## src/rtl/ctrl_pkg.sv

```systemverilog
// Shared definitions for the multi-cycle RV32I control path: decoder op codes,
// FSM states, datapath select encodings and op-class helpers.
package ctrl_pkg;

  typedef enum logic [5:0] {
    OP_ADDI  = 6'd0,  OP_SLTI  = 6'd1,  OP_SLTIU = 6'd2,  OP_XORI  = 6'd3,
    OP_ORI   = 6'd4,  OP_ANDI  = 6'd5,  OP_SLLI  = 6'd6,  OP_SRLI  = 6'd7,
    OP_SRAI  = 6'd8,  OP_ADD   = 6'd9,  OP_SUB   = 6'd10, OP_SLL   = 6'd11,
    OP_SLT   = 6'd12, OP_SLTU  = 6'd13, OP_XOR   = 6'd14, OP_SRL   = 6'd15,
    OP_SRA   = 6'd16, OP_OR    = 6'd17, OP_AND   = 6'd18, OP_LB    = 6'd19,
    OP_LH    = 6'd20, OP_LW    = 6'd21, OP_LBU   = 6'd22, OP_LHU   = 6'd23,
    OP_SB    = 6'd24, OP_SH    = 6'd25, OP_SW    = 6'd26, OP_LUI   = 6'd27,
    OP_AUIPC = 6'd28, OP_JAL   = 6'd29, OP_JALR  = 6'd30, OP_BEQ   = 6'd31,
    OP_BNE   = 6'd32, OP_BLT   = 6'd33, OP_BGE   = 6'd34, OP_BLTU  = 6'd35,
    OP_BGEU  = 6'd36
  } op_e;

  typedef enum logic [2:0] {
    S_FETCH  = 3'd0,
    S_DECODE = 3'd1,
    S_EXEC   = 3'd2,
    S_MEM    = 3'd3,
    S_WB     = 3'd4
  } state_e;

  typedef enum logic [1:0] {
    PC_PLUS4 = 2'd0,
    PC_IMM   = 2'd1,
    PC_ALU   = 2'd2
  } pc_sel_e;

  typedef enum logic [1:0] {
    WB_ALU = 2'd0,
    WB_MEM = 2'd1,
    WB_PC4 = 2'd2
  } wb_sel_e;

  typedef enum logic [1:0] {
    SIZE_BYTE = 2'd0,
    SIZE_HALF = 2'd1,
    SIZE_WORD = 2'd2
  } dmem_size_e;

  function automatic logic is_branch(input logic [5:0] op);
    return (op >= OP_BEQ) && (op <= OP_BGEU);
  endfunction

  function automatic logic is_load(input logic [5:0] op);
    return (op >= OP_LB) && (op <= OP_LHU);
  endfunction

  function automatic logic is_store(input logic [5:0] op);
    return (op >= OP_SB) && (op <= OP_SW);
  endfunction

  function automatic logic is_unsigned_load(input logic [5:0] op);
    return (op == OP_LBU) || (op == OP_LHU);
  endfunction

  function automatic dmem_size_e mem_size(input logic [5:0] op);
    dmem_size_e size;
    case (op)
      OP_LB, OP_LBU, OP_SB: size = SIZE_BYTE;
      OP_LH, OP_LHU, OP_SH: size = SIZE_HALF;
      default:              size = SIZE_WORD;
    endcase
    return size;
  endfunction

endpackage

```

## src/rtl/wait_timer.sv

```systemverilog
// Memory-handshake watchdog: counts stalled request cycles and flags the cycle
// in which the stall would reach LIMIT. LIMIT of 0 never expires.
module wait_timer #(
  parameter int LIMIT = 255
) (
  input  logic clk,
  input  logic reset,
  input  logic clear,
  input  logic enable,
  output logic expired
);

  localparam int W = (LIMIT < 2) ? 1 : $clog2(LIMIT);

  logic [W-1:0] count;

  // The stall counted this cycle is the LIMIT-th one when count already holds LIMIT-1.
  assign expired = (LIMIT != 0) && enable && (count == W'(LIMIT - 1));

  always_ff @(posedge clk) begin
    if (reset || clear || expired) begin
      count <= '0;
    end else if (enable) begin
      count <= count + W'(1);
    end
  end

endmodule

```

## src/rtl/multicycle_ctrl.sv

```systemverilog
// Multi-cycle RV32I control FSM: sequences fetch/decode/exec/mem/writeback,
// drives datapath enables and selects, counts retirements, times out memory stalls.
module multicycle_ctrl
  import ctrl_pkg::*;
#(
  parameter int WAIT_LIMIT = 255,
  parameter int CNT_W      = 32
) (
  input  logic             clk,
  input  logic             reset,
  input  logic [5:0]       op,
  input  logic             dec_we,
  input  logic             br_taken,
  input  logic             imem_ready,
  input  logic             dmem_ready,
  output logic             imem_req,
  output logic             ir_we,
  output logic             dmem_req,
  output logic             dmem_we,
  output logic [1:0]       dmem_size,
  output logic             dmem_unsigned,
  output logic             mdr_we,
  output logic             rf_we,
  output logic [1:0]       wb_sel,
  output logic             pc_we,
  output logic [1:0]       pc_sel,
  output logic             illegal,
  output logic             bus_err,
  output logic             retire,
  output logic [CNT_W-1:0] instret,
  output logic [2:0]       state_dbg
);

  state_e           state;
  state_e           next_state;
  logic             waiting;
  logic             timeout;
  logic             state_change;
  logic [CNT_W-1:0] instret_q;

  always_ff @(posedge clk) begin
    if (reset) begin
      state <= S_FETCH;
    end else begin
      state <= next_state;
    end
  end

  // A stall is a request cycle in FETCH or MEM whose ready has not arrived.
  assign waiting      = !reset && (((state == S_FETCH) && !imem_ready) ||
                                   ((state == S_MEM)   && !dmem_ready));
  assign state_change = (next_state != state);

  wait_timer #(
    .LIMIT (WAIT_LIMIT)
  ) u_wait_timer (
    .clk     (clk),
    .reset   (reset),
    .clear   (state_change),
    .enable  (waiting),
    .expired (timeout)
  );

  always_comb begin
    next_state    = state;
    imem_req      = 1'b0;
    ir_we         = 1'b0;
    dmem_req      = 1'b0;
    dmem_we       = 1'b0;
    dmem_size     = SIZE_BYTE;
    dmem_unsigned = 1'b0;
    mdr_we        = 1'b0;
    rf_we         = 1'b0;
    wb_sel        = WB_ALU;
    pc_we         = 1'b0;
    pc_sel        = PC_PLUS4;
    illegal       = 1'b0;
    bus_err       = 1'b0;
    retire        = 1'b0;

    if (!reset) begin
      case (state)
        S_FETCH: begin
          if (imem_ready) begin
            imem_req   = 1'b1;
            ir_we      = 1'b1;
            next_state = S_DECODE;
          end else if (timeout) begin
            bus_err = 1'b1;
          end else begin
            imem_req = 1'b1;
          end
        end

        S_DECODE: begin
          if ((op == OP_ADDI) && !dec_we) begin
            illegal    = 1'b1;
            pc_we      = 1'b1;
            pc_sel     = PC_PLUS4;
            next_state = S_FETCH;
          end else begin
            next_state = S_EXEC;
          end
        end

        S_EXEC: begin
          if (is_branch(op)) begin
            pc_we      = 1'b1;
            pc_sel     = br_taken ? PC_IMM : PC_PLUS4;
            retire     = 1'b1;
            next_state = S_FETCH;
          end else if (is_load(op) || is_store(op)) begin
            next_state = S_MEM;
          end else begin
            next_state = S_WB;
          end
        end

        // Access attributes are only driven while the request is up.
        S_MEM: begin
          if (dmem_ready || !timeout) begin
            dmem_req      = 1'b1;
            dmem_we       = is_store(op);
            dmem_size     = mem_size(op);
            dmem_unsigned = is_unsigned_load(op);
          end
          if (dmem_ready) begin
            if (is_store(op)) begin
              pc_we      = 1'b1;
              pc_sel     = PC_PLUS4;
              retire     = 1'b1;
              next_state = S_FETCH;
            end else begin
              mdr_we     = 1'b1;
              next_state = S_WB;
            end
          end else if (timeout) begin
            bus_err    = 1'b1;
            pc_we      = 1'b1;
            pc_sel     = PC_PLUS4;
            next_state = S_FETCH;
          end
        end

        S_WB: begin
          rf_we = dec_we;
          if (is_load(op)) begin
            wb_sel = WB_MEM;
          end else if ((op == OP_JAL) || (op == OP_JALR)) begin
            wb_sel = WB_PC4;
          end
          pc_we = 1'b1;
          if (op == OP_JAL) begin
            pc_sel = PC_IMM;
          end else if (op == OP_JALR) begin
            pc_sel = PC_ALU;
          end
          retire     = 1'b1;
          next_state = S_FETCH;
        end

        default: begin
          next_state = S_FETCH;
        end
      endcase
    end
  end

  always_ff @(posedge clk) begin
    if (reset) begin
      instret_q <= '0;
    end else if (retire) begin
      instret_q <= instret_q + CNT_W'(1);
    end
  end

  assign instret   = reset ? '0 : instret_q;
  assign state_dbg = reset ? 3'd0 : state;

endmodule
```

## config.mk

```make
export PLATFORM = sky130hd
export DESIGN_NAME = multicycle_ctrl
export DESIGN_NICKNAME = d
export VERILOG_FILES = /design/src/rtl/ctrl_pkg.sv /design/src/rtl/wait_timer.sv /design/src/rtl/multicycle_ctrl.sv
export SDC_FILE = /design/constraint.sdc
export NUM_CORES = 1
export LEC_CHECK = 0
export BUFFER_PORTS_ARGS = -buffer_cell sky130_fd_sc_hd__buf_2
export CAP_MARGIN = 30
export CORE_MARGIN = 2
export CORE_UTILIZATION = 50
export CTS_CLUSTER_DIAMETER = 50
export DETAILED_ROUTE_END_ITERATION = 8
export HOLD_SLACK_MARGIN = 0.05
export PLACE_DENSITY = 0.74
export SYNTH_ARGS = -nofsm -noshare
export SYNTH_HDL_FRONTEND = slang
export SYNTH_SLANG_ARGS = --single-unit
export TNS_END_PERCENT = 10
```

## constraint.sdc

```tcl
create_clock -name clk -period 2.25 [get_ports clk]
set_input_delay 0.3375 -clock clk [delete_from_list [all_inputs] [get_ports clk]]
set_output_delay 0.3375 -clock clk [all_outputs]
set_load 0.01 [all_outputs]
```

Word-level counts from Yosys, hierarchy flattened
Index checks and enable logic that the tools add are counted.

cells by class
  add/subtract/negate cells = 2
  magnitude comparators = 6
  equality and inequality tests = 14
  multiplexer cells = 63
  reduce and logical (&&, ||, !) cells = 24

operator list
  operator                                                            count
  equality test 6 x 5 -> 1 bit (second input constant)                8
  2-to-1 mux 1 bit                                                    37
  adder 32 x 1 -> 32 bit (second input constant)                      1
  2-to-1 mux 32 bit                                                   1
  2-to-1 mux 3 bit                                                    8
  2-to-1 mux 2 bit                                                    11
  greater-or-equal comparator 6 x 5 -> 1 bit (second input constant)  3
  <= comparator 6 x 5 -> 1 bit (second input constant)                2
  case mux 3 bit (4 select lines)                                     1
  adder 8 x 1 -> 8 bit (second input constant)                        1
  equality test 8 bit (second input constant)                         1
  logical AND 1 bit                                                   8
  case mux 2 bit (2 select lines)                                     2
  logical OR 1 bit                                                    7
  equality test 3 x 2 -> 1 bit (second input constant)                2
  <= comparator 6 bit (second input constant)                         1
  zero test 6 bit                                                     1
  OR reduction 3 bit                                                  2
  zero test 1 bit                                                     5
  case mux 1 bit (4 select lines)                                     1
  equality test 3 x 1 -> 1 bit (second input constant)                1
  equality test 3 bit (second input constant)                         1
  zero test 3 bit                                                     1
  != test 3 bit                                                       1
  other kinds (2)                                                     2

storage, ports and cells
  register bits = 43
  bits of input ports = 12
  output and inout bits = 52
  word-level logic and storage cells = 112

Logic depth before layout (Yosys ltp)
  depth after elaboration = 12
  gate-level depth with buffers = 8
  depth with buffers taken out = 7

Cells and area by module
Synthesis repeated with hierarchy kept, for this count alone.

second synthesis, totals
  cells, all modules = 365
  area, all modules = 3,022.9 µm²

modules (own cells, without submodules)
  module           times used  cells each  area an instance (µm²)  sequential area each (µm²)
  multicycle_ctrl  1           321         2,602.5                 700.7
  wait_timer       1           44          420.4                   160.2

Worst setup path after synthesis
No wires, ideal clock.

  kind = reg2out
  from = register state[0]
  to = output pc_we
  data arrival time = 1.868 ns
  required time = 1.913 ns
  setup slack = 0.044 ns
  stages on the path, launching flop included = 7
  path buffers = 1
  cells stage by stage = dfxtp_1 buf_2 or3_1 a21boi_2 nor2b_1 a32oi_1 a311oi_1

on the way
  word-level cells in the longest chain between the ends = 9
  elaborated cells on any way between the ends = 14
  classes of those cells = 4 x eq/ne; 4 x mux; 6 x reduce/logical

RTL lines
  item                                                                    line                                                                 RTL
  start, declared                                                         multicycle_ctrl.sv:34                                                state_e state;
  start signal, assigned                                                  multicycle_ctrl.sv:45                                                state <= next_state;
  equality test 3 x 2 -> 1 bit / zero test 3 bit (equally long branches)  multicycle_ctrl.sv:51, multicycle_ctrl.sv:82, multicycle_ctrl.sv:50
  logical AND 1 bit, on equally long branches                             multicycle_ctrl.sv:51, multicycle_ctrl.sv:50
  logical OR 1 bit                                                        multicycle_ctrl.sv:50                                                assign waiting = !reset && (((state == S_FETCH) && !imem_ready) ||
  logical AND 1 bit                                                       multicycle_ctrl.sv:50
  logical AND 1 bit                                                       wait_timer.sv:18                                                     assign expired = (LIMIT != 0) && enable && (count == W'(LIMIT - 1));
  2-to-1 mux 1 bit                                                        multicycle_ctrl.sv:137                                               end else if (timeout) begin
  2-to-1 mux 1 bit                                                        multicycle_ctrl.sv:127                                               if (dmem_ready) begin
  case mux 1 bit (4 select lines) (*)                                     multicycle_ctrl.sv:82                                                case (state)
  2-to-1 mux 1 bit (*)                                                    multicycle_ctrl.sv:81                                                if (!reset) begin
  end, declared                                                           multicycle_ctrl.sv:25                                                output logic pc_we,

Mark *: on every way between the ends. The rest lies on a longest branch, timed or not.

Worst setup path after layout
  from = register state[2]
  to = output pc_we

Same word-level chain as after synthesis.

==> flow_summary.html <==
<table>
<tr><th>Metric</th><th>Value</th></tr>
<tr><th colspan="2">Synth</th></tr>
<tr><td>Portion of the post-synthesis area used by sequential elements</td><td>0.298</td></tr>
<tr><td>Dominant synthesized flop cell</td><td>dfxtp_1</td></tr>
<tr><td>Post-synth top area share</td><td>0.298</td></tr>
<tr><td>Yosys cell types</td><td>54</td></tr>
<tr><td>Instance count of the mapped netlist</td><td>358</td></tr>
<tr><td>Synth Register Bits</td><td>43</td></tr>
<tr><td>Average footprint of a synthesized cell</td><td>8.06 µm²</td></tr>
<tr><td>Post-Synthesis Net Count</td><td>373</td></tr>
<tr><td>Most instantiated library cell after synthesis</td><td>nor2_1</td></tr>
<tr><td>Commonest cells post-synth</td><td>nor2_1, dfxtp_1, nor2b_1, nand3_1</td></tr>
<tr><td>Largest cells by area after synthesis</td><td>dfxtp_1, mux2_2, nor2b_1</td></tr>
<tr><td>Netlist Area Pre-Place</td><td>2890 µm²</td></tr>
<tr><td>Yosys top cell by area</td><td>dfxtp_1</td></tr>
<tr><td>Number of warnings issued by yosys</td><td>0</td></tr>
<tr><td>EDFF count, synth</td><td>0</td></tr>
<tr><td>Share of flip-flops with an asynchronous set or reset</td><td>0</td></tr>
<tr><th colspan="2">Placement</th></tr>
<tr><td>Instance area after placement</td><td>3330 µm²</td></tr>
<tr><td>Placer Congestion</td><td>0.837</td></tr>
<tr><td>HPWL after detailed placement</td><td>4990 µm</td></tr>
<tr><td>Quantity of I/O buffers inserted on ports</td><td>63</td></tr>
<tr><td>Placed instance count</td><td>491</td></tr>
<tr><td>Worst slack at placement</td><td>107 ps</td></tr>
<tr><th colspan="2">Floorplanning</th></tr>
<tr><td>Number of core rows</td><td>27</td></tr>
<tr><td>Vertical extent of the die</td><td>80.0 µm</td></tr>
<tr><td>Total core area</td><td>5540 µm²</td></tr>
<tr><td>Die Outline Area</td><td>6390 µm²</td></tr>
<tr><td>Starting density of the core</td><td>0.521</td></tr>
<tr><td>Die X-Extent</td><td>80.0 µm</td></tr>
<tr><td>Boundary Pins</td><td>64</td></tr>
<tr><th colspan="2">GRT</th></tr>
<tr><td>Via count of the first global-routing pass</td><td>2615</td></tr>
<tr><td>Largest net degree at the start of global routing</td><td>46</td></tr>
<tr><td>Wire length of the first global-routing pass</td><td>11500 µm</td></tr>
<tr><td>Aggregate global routing overflow</td><td>0</td></tr>
<tr><td>Number of antenna violations at the first check in global routing</td><td>0</td></tr>
<tr><td>Gr usage total</td><td>0.221</td></tr>
<tr><th colspan="2">STA</th></tr>
<tr><td>Fin Clk Skew</td><td>6.35 ps</td></tr>
<tr><td>Actual slew at the worst max-slew pin</td><td>415 ps</td></tr>
<tr><td>Max_slew headroom</td><td>0.716</td></tr>
<tr><td>Part of the cycle the worst path needs</td><td>0.985</td></tr>
<tr><td>Final critical delay including setup and external delays</td><td>2220 ps</td></tr>
<tr><td>Fin Hold WS</td><td>388 ps</td></tr>
<tr><td>Total negative slack for setup checks</td><td>0 ps</td></tr>
<tr><td>Hold Fails Final Rpt</td><td>0</td></tr>
<tr><td>RSZ-0062 raised after global routing</td><td>true</td></tr>
<tr><td>Setup violators final</td><td>0</td></tr>
<tr><td>Achievable clock frequency</td><td>0.451 GHz</td></tr>
<tr><td>Final max-slew violation count</td><td>0</td></tr>
<tr><td>Post-route setup slack</td><td>34.2 ps</td></tr>
<tr><th colspan="2">Layout</th></tr>
<tr><td>Final net count</td><td>446</td></tr>
<tr><td>Number of standard cells in the final layout excluding fillers</td><td>504</td></tr>
<tr><td>Fill cell instance count of the final layout</td><td>505</td></tr>
<tr><td>Final design instance area without fill</td><td>3530 µm²</td></tr>
<tr><td># diodes</td><td>0</td></tr>
<tr><td>P&amp;R area growth vs syn</td><td>22.4%</td></tr>
<tr><td>Proportion of layout cells with a drive suffix above 1</td><td>0.324</td></tr>
<tr><th colspan="2">Route</th></tr>
<tr><td>Vias per cell</td><td>5.61</td></tr>
<tr><td>DR pass1 iterations</td><td>4</td></tr>
<tr><td>Count of routing violations after the opening detailed-route iteration</td><td>160</td></tr>
<tr><td>Number of nets with antenna violations after routing</td><td>0</td></tr>
<tr><td>Routed wire per std cell</td><td>13.6 µm</td></tr>
<tr><td>DRC errors left</td><td>0</td></tr>
<tr><td>Via count</td><td>2829</td></tr>
<tr><td>Final WL</td><td>6850 µm</td></tr>
<tr><th colspan="2">Critical path</th></tr>
<tr><td>Register-to-register setup slack</td><td>170 ps</td></tr>
<tr><td>Number of cell instances on the worst register-to-register path</td><td>5</td></tr>
<tr><td>Crit path kind</td><td>reg2out</td></tr>
<tr><td>Critical path startpoint category</td><td>flip-flop</td></tr>
<tr><td>Sort of element at the end of the critical path</td><td>output pin</td></tr>
<tr><td>Reg-to-reg critical path endpoint</td><td>instret_q[25]</td></tr>
<tr><td>Critical path required time</td><td>1910 ps</td></tr>
<tr><td>Worst R2R Start</td><td>instret_q[7]</td></tr>
<tr><td>Arrival time reported for the critical path endpoint</td><td>1880 ps</td></tr>
<tr><td>Largest fanout on the critical path</td><td>14</td></tr>
<tr><th colspan="2">Pwr</th></tr>
<tr><td>IR Drop Worst-Case VDD</td><td>334 µV</td></tr>
<tr><td>Power density of the placed cells</td><td>442 nW/µm²</td></tr>
<tr><td>Lkg Pwr</td><td>1.54 nW</td></tr>
<tr><th colspan="2">Clocking</th></tr>
<tr><td>Worst-case clock buffer depth</td><td>2</td></tr>
<tr><td>Maximum level of the CTS H-tree</td><td>2</td></tr>
<tr><td>Hold-fix buffers at CTS</td><td>0</td></tr>
<tr><td>Sink Count</td><td>43</td></tr>
<tr><td>CTS tree</td><td>done</td></tr>
<tr><td>Clock latency on the worst-skew pair</td><td>290 ps</td></tr>
<tr><td>Number of buffers inserted during clock tree synthesis</td><td>5</td></tr>
<tr><td>Clk root buf</td><td>clkbuf_8</td></tr>
<tr><td>Clock slew seen by the registers of the worst setup and hold paths</td><td>80 ps</td></tr>
<tr><th colspan="2">Min path</th></tr>
<tr><td>Instance count along the most critical hold path</td><td>3</td></tr>
<tr><td>Hold_sp</td><td>imem_ready</td></tr>
<tr><td>Worst hold path class</td><td>in2reg</td></tr>
<tr><td>Endpoint of the worst hold-timing path</td><td>state[0]</td></tr>
<tr><th colspan="2">Outcome</th></tr>
<tr><td>Result of the run</td><td>complete, no violations</td></tr>
<tr><th colspan="2">Job</th></tr>
<tr><td>Max-capacitance violation count</td><td>0</td></tr>
</table>
## timing repair
item | CTS | global route
pin swaps | 2 | 2
gates resized for setup | 5 | 11
buffers inserted | 0 | 5
setup endpoints to repair | 3 | 6
gates cloned | 0 | 0
## registers in the layout, indices dropped and copies added (netlist names)
register            count
instret_q              32
u_wait_timer.count      8
state                   3
## metrics by stage
step	power, mW	utilization
floorplan	0.896	-
global placement	0.941	0.601
detailed placement	0.946	0.601
CTS	1.57	0.625
global route	1.62	0.638
finish	1.56	0.638
## power by group
group	leakage [nW]	switching, mW	internal, mW
registers	0.349	0.00775	0.766
clock network	0.0612	0.263	0.359
logic	1.13	0.0997	0.0651
## metal layers
metal	part of all wire	global-route usage
met5	0	0
met4	0.0086	0.0661
met3	0.051	0.0419
met2	0.46	0.366
met1	0.48	0.290
## cells in the final DEF (no fill, tap or decap), types with 4 or more instances in the layout
cell / n
nor3_1: 6
nor2_1: 50
mux2_2: 21
buf_4: 24
o21ai_0: 8
a211oi_2: 4
a21oi_1: 23
nand2_1: 23
dfxtp_2: 4
and3_1: 12
xor2_1: 5
inv_1: 4
nor2b_1: 34
nand4_1: 15
nand3_1: 24
dfxtp_1: 38
buf_2: 63
mux2_1: 9
clkbuf_8: 6
## area by class of cell
class	count	area, µm²	area share
multi-input combinational	287	1900	0.538
clock buffer	6	82.6	0.0234
tap	72	90.1	0.0255
sequential	43	870	0.246
timing repair buffer	90	538	0.152
clock inverter	2	35.0	0.00992
inverter	4	15.0	0.00425
## worst max-delay path, cell delays in order, from the launching register on
cell and delay (ps):
dfxtp_1 320, buf_4 170, nand2b_4 180, a211o_1 270, buf_6 160, a311oi_2 290, buf_2 180
## how the worst max path moves through the flow
stage                   from      to  slack, ps
global route        state[2]  retire        -30
floorplan           state[0]   pc_we         40
CTS                 state[2]  retire          5
global placement       op[0]   pc_we        110
finish              state[2]   pc_we         30
detailed placement     op[0]   pc_we        110
## cell families (layout without fill, tap and decap cells)
family                     Yosys count  count (layout)  share of synthesized area
and+or+nand+nor                    185             185                      0.337
buffers and inverters               28             102                     0.0525
muxes                               31              31                      0.121
xor gates and xnor gates             7               7                     0.0212
AOI/OAI and AO/OA                   61              61                      0.157
adders and majority gates            3               3                     0.0130
DFF                                 43              43                      0.298
(Power assumes the default switching activity.)
